`src/rtl/send_pkg.sv`:
```
// send_pkg: protocol constants shared by the UART transmit packer and the
// matching byte receiver.
//   Protocol byte layout: [7:6]=0, [5:2]=payload, [1:0]=type.
//   Contents: type codes, START/STOP game bytes, the operation-byte
//   encoder and the transmit FSM state type.
package send_pkg;

  localparam int NUM_OPS = 5;

  localparam logic [1:0] TYPE_GAME     = 2'b00;
  localparam logic [1:0] TYPE_OPERATE  = 2'b01;
  localparam logic [1:0] TYPE_FEEDBACK = 2'b10;  // only ever received
  localparam logic [1:0] TYPE_RESERVED = 2'b11;

  localparam logic [3:0] PAYLOAD_START = 4'b0001;
  localparam logic [3:0] PAYLOAD_STOP  = 4'b0010;

  localparam logic [7:0] BYTE_START = {2'b00, PAYLOAD_START, TYPE_GAME};  // 8'h04
  localparam logic [7:0] BYTE_STOP  = {2'b00, PAYLOAD_STOP,  TYPE_GAME};  // 8'h08

  // Operation button idx (0 get .. 4 throw) carries payload idx+1.
  function automatic logic [7:0] op_byte(input int idx);
    logic [3:0] payload;
    payload = 4'(idx + 1);
    return {2'b00, payload, TYPE_OPERATE};
  endfunction

  typedef enum logic [1:0] {
    ST_IDLE = 2'd0,
    ST_SEND = 2'd1,
    ST_GAP  = 2'd2
  } send_state_t;

endpackage

```
`src/rtl/send_byte_fifo.sv`:
```
// send_byte_fifo: DEPTH x 8 synchronous show-ahead FIFO.
//   clk, rst      : clock, asynchronous active-high reset
//   wr_en/wr_data : push a byte (accepted when not full, or when full and a
//                   pop happens in the same cycle)
//   rd_en         : pop the head (ignored when empty)
//   rd_data       : current head, valid whenever empty=0
//   full, empty   : status flags derived from the registered count
//   count         : number of stored bytes, 0..DEPTH
module send_byte_fifo #(
  parameter int DEPTH = 4
) (
  input  logic                     clk,
  input  logic                     rst,
  input  logic                     wr_en,
  input  logic [7:0]               wr_data,
  input  logic                     rd_en,
  output logic [7:0]               rd_data,
  output logic                     full,
  output logic                     empty,
  output logic [$clog2(DEPTH):0]   count
);

  localparam int AW = $clog2(DEPTH);

  logic [7:0]    mem [DEPTH];
  logic [AW-1:0] wr_ptr_reg;
  logic [AW-1:0] rd_ptr_reg;
  logic [AW:0]   count_reg;
  logic          do_wr;
  logic          do_rd;

  assign empty = (count_reg == '0);
  assign full  = (count_reg == (AW+1)'(DEPTH));
  assign count = count_reg;

  // A pop frees the slot the same-cycle write lands in, so write-on-full
  // is legal whenever a pop accompanies it.
  assign do_rd = rd_en & ~empty;
  assign do_wr = wr_en & (~full | do_rd);

  always_ff @(posedge clk) begin
    if (do_wr) begin
      mem[wr_ptr_reg] <= wr_data;
    end
  end

  // Show-ahead: head is visible without a read request.
  assign rd_data = mem[rd_ptr_reg];

  always_ff @(posedge clk or posedge rst) begin
    if (rst) begin
      wr_ptr_reg <= '0;
      rd_ptr_reg <= '0;
      count_reg  <= '0;
    end else begin
      if (do_wr) begin
        wr_ptr_reg <= wr_ptr_reg + AW'(1);
      end
      if (do_rd) begin
        rd_ptr_reg <= rd_ptr_reg + AW'(1);
      end
      case ({do_wr, do_rd})
        2'b10:   count_reg <= count_reg + (AW+1)'(1);
        2'b01:   count_reg <= count_reg - (AW+1)'(1);
        default: count_reg <= count_reg;
      endcase
    end
  end

endmodule

```
`src/rtl/send_operate_data.sv`:
```
// send_operate_data: turns button / game-switch edges into protocol bytes and
// hands them to the UART transmitter one at a time with an idle gap.
//   uart_clk   : sole clock
//   rst        : asynchronous active-high reset
//   btn[4:0]   : debounced buttons (get, put, interact, move, throw)
//   sw_start   : game-run switch level
//   tx_ready   : transmitter accepts a byte this cycle
//   tx_data    : byte offered to the transmitter (registered)
//   tx_valid   : tx_data valid (registered)
//   queue_full : event FIFO full
//   busy_led   : FIFO non-empty or transmit FSM not idle
module send_operate_data
  import send_pkg::*;
#(
  parameter int DEPTH      = 4,
  parameter int GAP_CYCLES = 8
) (
  input  logic         uart_clk,
  input  logic         rst,
  input  logic [4:0]   btn,
  input  logic         sw_start,
  input  logic         tx_ready,
  output logic [7:0]   tx_data,
  output logic         tx_valid,
  output logic         queue_full,
  output logic         busy_led
);

  localparam int CW = (GAP_CYCLES > 1) ? $clog2(GAP_CYCLES) : 1;

  logic [NUM_OPS-1:0] btn_q_reg;
  logic [NUM_OPS-1:0] rise;
  logic [NUM_OPS-1:0] pend_op_reg, pend_op_next;
  logic [NUM_OPS-1:0] op_clear;
  logic               sw_q_reg;
  logic               sw_rise, sw_fall;
  logic               pend_start_reg, pend_start_next;
  logic               pend_stop_reg, pend_stop_next;
  logic               start_clear, stop_clear;
  logic               have_pending;

  logic               wr_en;
  logic [7:0]         wr_data;
  logic               pop;
  logic [7:0]         fifo_head;
  logic               fifo_full, fifo_empty;
  logic [$clog2(DEPTH):0] fifo_count;

  send_state_t        state_reg, state_next;
  logic [CW-1:0]      gap_cnt_reg, gap_cnt_next;
  logic [7:0]         tx_data_reg, tx_data_next;
  logic               tx_valid_reg, tx_valid_next;

  // Edge detection
  for (genvar gi = 0; gi < NUM_OPS; gi++) begin : g_edge
    assign rise[gi] = btn[gi] & ~btn_q_reg[gi];
  end

  assign sw_rise = sw_start & ~sw_q_reg;
  assign sw_fall = ~sw_start & sw_q_reg;

  // Pick the single event to enqueue: game start/stop before operations,
  // then the lowest-numbered pending button.
  always_comb begin
    wr_data      = 8'h00;
    op_clear     = '0;
    start_clear  = 1'b0;
    stop_clear   = 1'b0;
    have_pending = pend_start_reg | pend_stop_reg | (|pend_op_reg);
    if (pend_start_reg) begin
      wr_data     = BYTE_START;
      start_clear = 1'b1;
    end else if (pend_stop_reg) begin
      wr_data    = BYTE_STOP;
      stop_clear = 1'b1;
    end else begin
      for (int i = NUM_OPS - 1; i >= 0; i--) begin
        if (pend_op_reg[i]) begin
          wr_data     = op_byte(i);
          op_clear    = '0;
          op_clear[i] = 1'b1;
        end
      end
    end
  end

  assign wr_en = have_pending & (~fifo_full | pop);

  // A pending bit is held while the FIFO cannot take it; a fresh rise on a
  // bit already pending merges into it.
  always_comb begin
    pend_op_next    = (pend_op_reg & ~(wr_en ? op_clear : '0)) | rise;
    pend_start_next = pend_start_reg & ~(wr_en & start_clear);
    pend_stop_next  = pend_stop_reg & ~(wr_en & stop_clear);
    // Start and stop cancel each other so only the latest switch edge survives.
    if (sw_rise) begin
      pend_start_next = 1'b1;
      pend_stop_next  = 1'b0;
    end else if (sw_fall) begin
      pend_stop_next  = 1'b1;
      pend_start_next = 1'b0;
    end
  end

  send_byte_fifo #(
    .DEPTH(DEPTH)
  ) u_fifo (
    .clk     (uart_clk),
    .rst     (rst),
    .wr_en   (wr_en),
    .wr_data (wr_data),
    .rd_en   (pop),
    .rd_data (fifo_head),
    .full    (fifo_full),
    .empty   (fifo_empty),
    .count   (fifo_count)
  );

  // Transmit FSM
  always_comb begin
    state_next    = state_reg;
    gap_cnt_next  = gap_cnt_reg;
    tx_data_next  = tx_data_reg;
    tx_valid_next = tx_valid_reg;
    pop           = 1'b0;
    case (state_reg)
      ST_IDLE: begin
        if (!fifo_empty) begin
          pop           = 1'b1;
          tx_data_next  = fifo_head;
          tx_valid_next = 1'b1;
          state_next    = ST_SEND;
        end
      end
      ST_SEND: begin
        if (tx_ready) begin
          tx_valid_next = 1'b0;
          if (GAP_CYCLES == 0) begin
            state_next = ST_IDLE;
          end else begin
            state_next   = ST_GAP;
            gap_cnt_next = CW'(GAP_CYCLES - 1);
          end
        end
      end
      ST_GAP: begin
        if (gap_cnt_reg == '0) begin
          state_next = ST_IDLE;
        end else begin
          gap_cnt_next = gap_cnt_reg - CW'(1);
        end
      end
      default: state_next = ST_IDLE;
    endcase
  end

  always_ff @(posedge uart_clk or posedge rst) begin
    if (rst) begin
      // All-ones so a button held through reset is not seen as a press.
      btn_q_reg      <= '1;
      sw_q_reg       <= 1'b0;
      pend_op_reg    <= '0;
      pend_start_reg <= 1'b0;
      pend_stop_reg  <= 1'b0;
      state_reg      <= ST_IDLE;
      gap_cnt_reg    <= '0;
      tx_data_reg    <= 8'h00;
      tx_valid_reg   <= 1'b0;
    end else begin
      btn_q_reg      <= btn;
      sw_q_reg       <= sw_start;
      pend_op_reg    <= pend_op_next;
      pend_start_reg <= pend_start_next;
      pend_stop_reg  <= pend_stop_next;
      state_reg      <= state_next;
      gap_cnt_reg    <= gap_cnt_next;
      tx_data_reg    <= tx_data_next;
      tx_valid_reg   <= tx_valid_next;
    end
  end

  assign tx_data    = tx_data_reg;
  assign tx_valid   = tx_valid_reg;
  assign queue_full = fifo_full;
  assign busy_led   = (fifo_count != '0) | (state_reg != ST_IDLE);

endmodule

```
`config.mk`:
```
export PLATFORM = sky130hd
export DESIGN_NAME = send_operate_data
export DESIGN_NICKNAME = d
export VERILOG_FILES = /design/src/rtl/send_pkg.sv /design/src/rtl/send_byte_fifo.sv /design/src/rtl/send_operate_data.sv
export SDC_FILE = /design/constraint.sdc
export NUM_CORES = 1
export LEC_CHECK = 0
export BUFFER_PORTS_ARGS = -buffer_cell sky130_fd_sc_hd__buf_2
export CAP_MARGIN = 20
export CORE_MARGIN = 2
export CORE_UTILIZATION = 40
export DETAILED_ROUTE_END_ITERATION = 10
export SLEW_MARGIN = 20
export SYNTH_ARGS = -nofsm -noshare
export SYNTH_HDL_FRONTEND = slang
export SYNTH_SLANG_ARGS = --single-unit
```
`constraint.sdc`:
```
create_clock -name uart_clk -period 5 [get_ports uart_clk]
set_input_delay 0.25 -clock uart_clk [delete_from_list [all_inputs] [get_ports uart_clk]]
set_output_delay 0.25 -clock uart_clk [all_outputs]
set_load 0.03 [all_outputs]
```
==> impl_metrics.env <==
export IMPL_crit_path_top_delay_cell="dfrtp_1"
export IMPL_initial_core_util_pct=42.2
export IMPL_cp_start_kind="flop"
export IMPL_syn_area_per_cell_um2=12.3
export IMPL_gr_total_overflow=0
export IMPL_die_area_um2=5630
export IMPL_p_leak_nw=1.00
export IMPL_post_route_drc_count=0
export IMPL_initialDrtViolationCount=49
export IMPL_synth_edf_count=16
export IMPL_fin_cells=251
export IMPL_yosysMostFrequentCell="dfrtp_1"
export IMPL_grt_use_met3_pct=3.75
export IMPL_ys_ff_latch=46
export IMPL_die_h_um=75.0
export IMPL_synthTopCellsByArea="dfrtp_1 31%, edfxtp_1 24%, dfstp_2 6.5%"
export IMPL_ff2ff_path_depth=9
export IMPL_power_density_nw_per_um2=616
export IMPL_crit_type="flop to flop"
export IMPL_setup_violations=0
export IMPL_antenna_found_initial=0
export IMPL_met1_usage_pct=16.3
export IMPL_sequentialPowerShare_pct=45.5
export IMPL_async_flop_share_pct=65.2
export IMPL_layout_nets=200
export IMPL_ys_types=35
export IMPL_num_rows=25
export IMPL_cp_depth=9
export IMPL_synth_top_cell_by_area="dfrtp_1"
export IMPL_synth_ff_type="dfrtp_1"
export IMPL_max_freq_mhz=426
export IMPL_fin_skew_ns=0.0103
export IMPL_grt_pass1_vias=1209
export IMPL_grt_use_met2_pct=21.1
export IMPL_layout_worst_path_cycle_share_pct=46.9
export IMPL_synth_warnings=0
export IMPL_slowest_delay_ns=0.43
export IMPL_path_cells="nor2_1 -> nand2b_1 -> inv_1 -> ha_1 -> inv_1 -> fa_1 -> xor2_1 -> nor2_1 -> xor2_1"
export IMPL_p_switching_uw=490
export IMPL_slew_headroom_pct=59.0
export IMPL_clk_path_buf_depth=2
export IMPL_io_buffer_count=15
export IMPL_crit_required_ns=5.23
export IMPL_startpoint="state_reg[0]"
export IMPL_arrival_ns=2.57
export IMPL_fin_tns_setup_ns=0
export IMPL_top_usage_layer="met2"
export IMPL_largest_reg_flops=16
export IMPL_grt_pass1_wl_um=5370
export IMPL_vdd_drop_max_uv=256
export IMPL_nFillCells=447
export IMPL_gr_usage_all_layers_pct=12.8
export IMPL_grt_max_degree=31
export IMPL_synth_seq_area_share_pct=61.3
export IMPL_clock_sinks=46
export IMPL_postCtsHoldBufs=0
export IMPL_crit_fanout=8
export IMPL_drv_slew=0
export IMPL_hold_violations=0
export IMPL_vias=1188
export IMPL_tightest_slew_ns=0.614
export IMPL_crit_buf_inv=2
export IMPL_cp_top_family="simple AND/OR/NAND/NOR gates"
export IMPL_r2r_end="u_fifo.count[2]"
export IMPL_place_congestion=0.711
export IMPL_clk_latency_ns=0.29
export IMPL_htreeDepth=2
export IMPL_viasPerCell=4.73
export IMPL_crit_end="u_fifo.count[2]"
export IMPL_maxCapViolations=0
export IMPL_ff2ff_setup_slack_ns=2.65
export IMPL_syn_instance_count=164
export IMPL_pwr_share_clk_pct=19.3
export IMPL_p_comb_share_pct=35.2
export IMPL_areaGrowthSynthToFinish_pct=12.0
export IMPL_mappedNetlistArea_um2=2020
export IMPL_rr_startpoint="state_reg[0]"
export IMPL_synth_common_cells="25 x dfrtp_1, 22 x nand2_1, 21 x inv_1"
export IMPL_die_x_um=75.0
export IMPL_status="finished, final reports clean"
export IMPL_pin_count=20
export IMPL_cts_buffers=5
export IMPL_wirelength_um=3130
export IMPL_first_pass_iters=4
export IMPL_endpoint_kind="flop"
export IMPL_postCtsSetupBuffers=0
export IMPL_layout_drive_gt1_share_pct=22.8
export IMPL_p_sw_share_pct=35.2
export IMPL_cts_tree="done"
export IMPL_min_period_ns=2.35
export IMPL_netlist_area_leader_share_pct=31.0
export IMPL_final_antenna_net_count=0
export IMPL_cts_resized=0
export IMPL_intPower_uw=902
export IMPL_wl_per_cell_um=12.5
export IMPL_n_antenna_cell=0
export IMPL_cts_root_buffer="clkbuf_8"
export IMPL_rsz0062_at_grt="false"
export IMPL_core_area_um2=4790
export IMPL_dp_cells=243
export IMPL_hpwl_um=2350
export IMPL_clk_pin_slew_worst_paths_ns=0.09
export IMPL_hp_class="input port to async pin"
==> worst register-to-register path, cell delays in order, from the launching register on <==
cell	delay (ns)
dfrtp_1	0.43
nor2_1	0.34
nand2b_1	0.26
inv_1	0.21
ha_1	0.20
inv_1	0.06
fa_1	0.38
xor2_1	0.15
nor2_1	0.11
xor2_1	0.15
==> placed cells by master, fill, tap and decap left out, types with 2 or more instances in the layout <==
cell / n
xnor2_1: 4
mux2_2: 2
edfxtp_1: 16
nor3_1: 3
nor2_1: 11
nand2_1: 22
inv_1: 20
nand2b_1: 3
ha_1: 7
buf_2: 15
o21ai_0: 12
xor2_1: 2
mux4_2: 4
and2_2: 4
clkbuf_8: 5
dfstp_2: 5
conb_1: 4
dfrtp_1: 25
==> metrics by stage <==
step	util [%]	instance area, um2	total power [mW]	setup slack [ns]	hold WS (ns)
6_report	47.2	2260	1.39	2.65	0.0194
3_5_place_dp	44.9	2150	1.14	2.60	0.366
5_1_grt	47.2	2260	1.50	2.42	0.0282
4_1_cts	47.2	2260	1.42	2.62	0.0402
3_3_place_gp	44.9	2150	1.11	2.74	0.365
2_1_floorplan	-	2030	1.02	2.86	0.254
==> power by group through the flow <==
stage / clock network, mW / logic, mW / registers, mW
2_1_floorplan: 0 / 0.368 / 0.647
3_3_place_gp: 0 / 0.473 / 0.632
4_1_cts: 0.278 / 0.502 / 0.635
3_5_place_dp: 0 / 0.501 / 0.642
5_1_grt: 0.297 / 0.550 / 0.651
6_report: 0.269 / 0.490 / 0.633
==> cells by family (layout without fill, tap and decap cells) <==
family,Yosys count,after routing,share of synthesized area (%)
DFF,46,46,61.3
and+or+nand+nor,46,46,10.7
buffers and inverters,27,44,5.83
AOI/OAI and AO/OA,22,22,7.19
adders and majority gates,8,8,5.33
muxes,8,8,6.82
xor gates and xnor gates,6,6,2.60
other,1,4,0.186
==> how the worst min path moves through the flow <==
stage	from	endpoint	slack (ns)	cells after the start
after floorplan	btn[0]	btn_q_reg[0]	0.25	0
after global placement	btn[3]	btn_q_reg[3]	0.37	1
after detailed placement	btn[3]	btn_q_reg[3]	0.37	1
after CTS	btn[3]	btn_q_reg[3]	0.04	1
after global routing	btn[3]	btn_q_reg[3]	0.03	1
final	rst	tx_valid	0.02	2
==> layout make-up <==
| class | count | area (um2) | area share [%] |
|---|---|---|---|
| Inverter | 21 | 78.8 | 3.49 |
| Clock buffer | 6 | 72.6 | 3.21 |
| Multi-Input combinational cell | 94 | 674 | 29.8 |
| Sequential cell | 46 | 1240 | 54.8 |
| Tap cell | 67 | 83.8 | 3.71 |
| Timing Repair Buffer | 15 | 75.1 | 3.32 |
| Clock inverter | 2 | 37.5 | 1.66 |
==> routing by layer <==
layer	vias to the layer above	wire [um]
met4	0	38
met3	4	137
met2	23	1500
met5	-	0
li1	573	-
met1	588	1450
No activity file was read; power rests on OpenSTA's default activity.
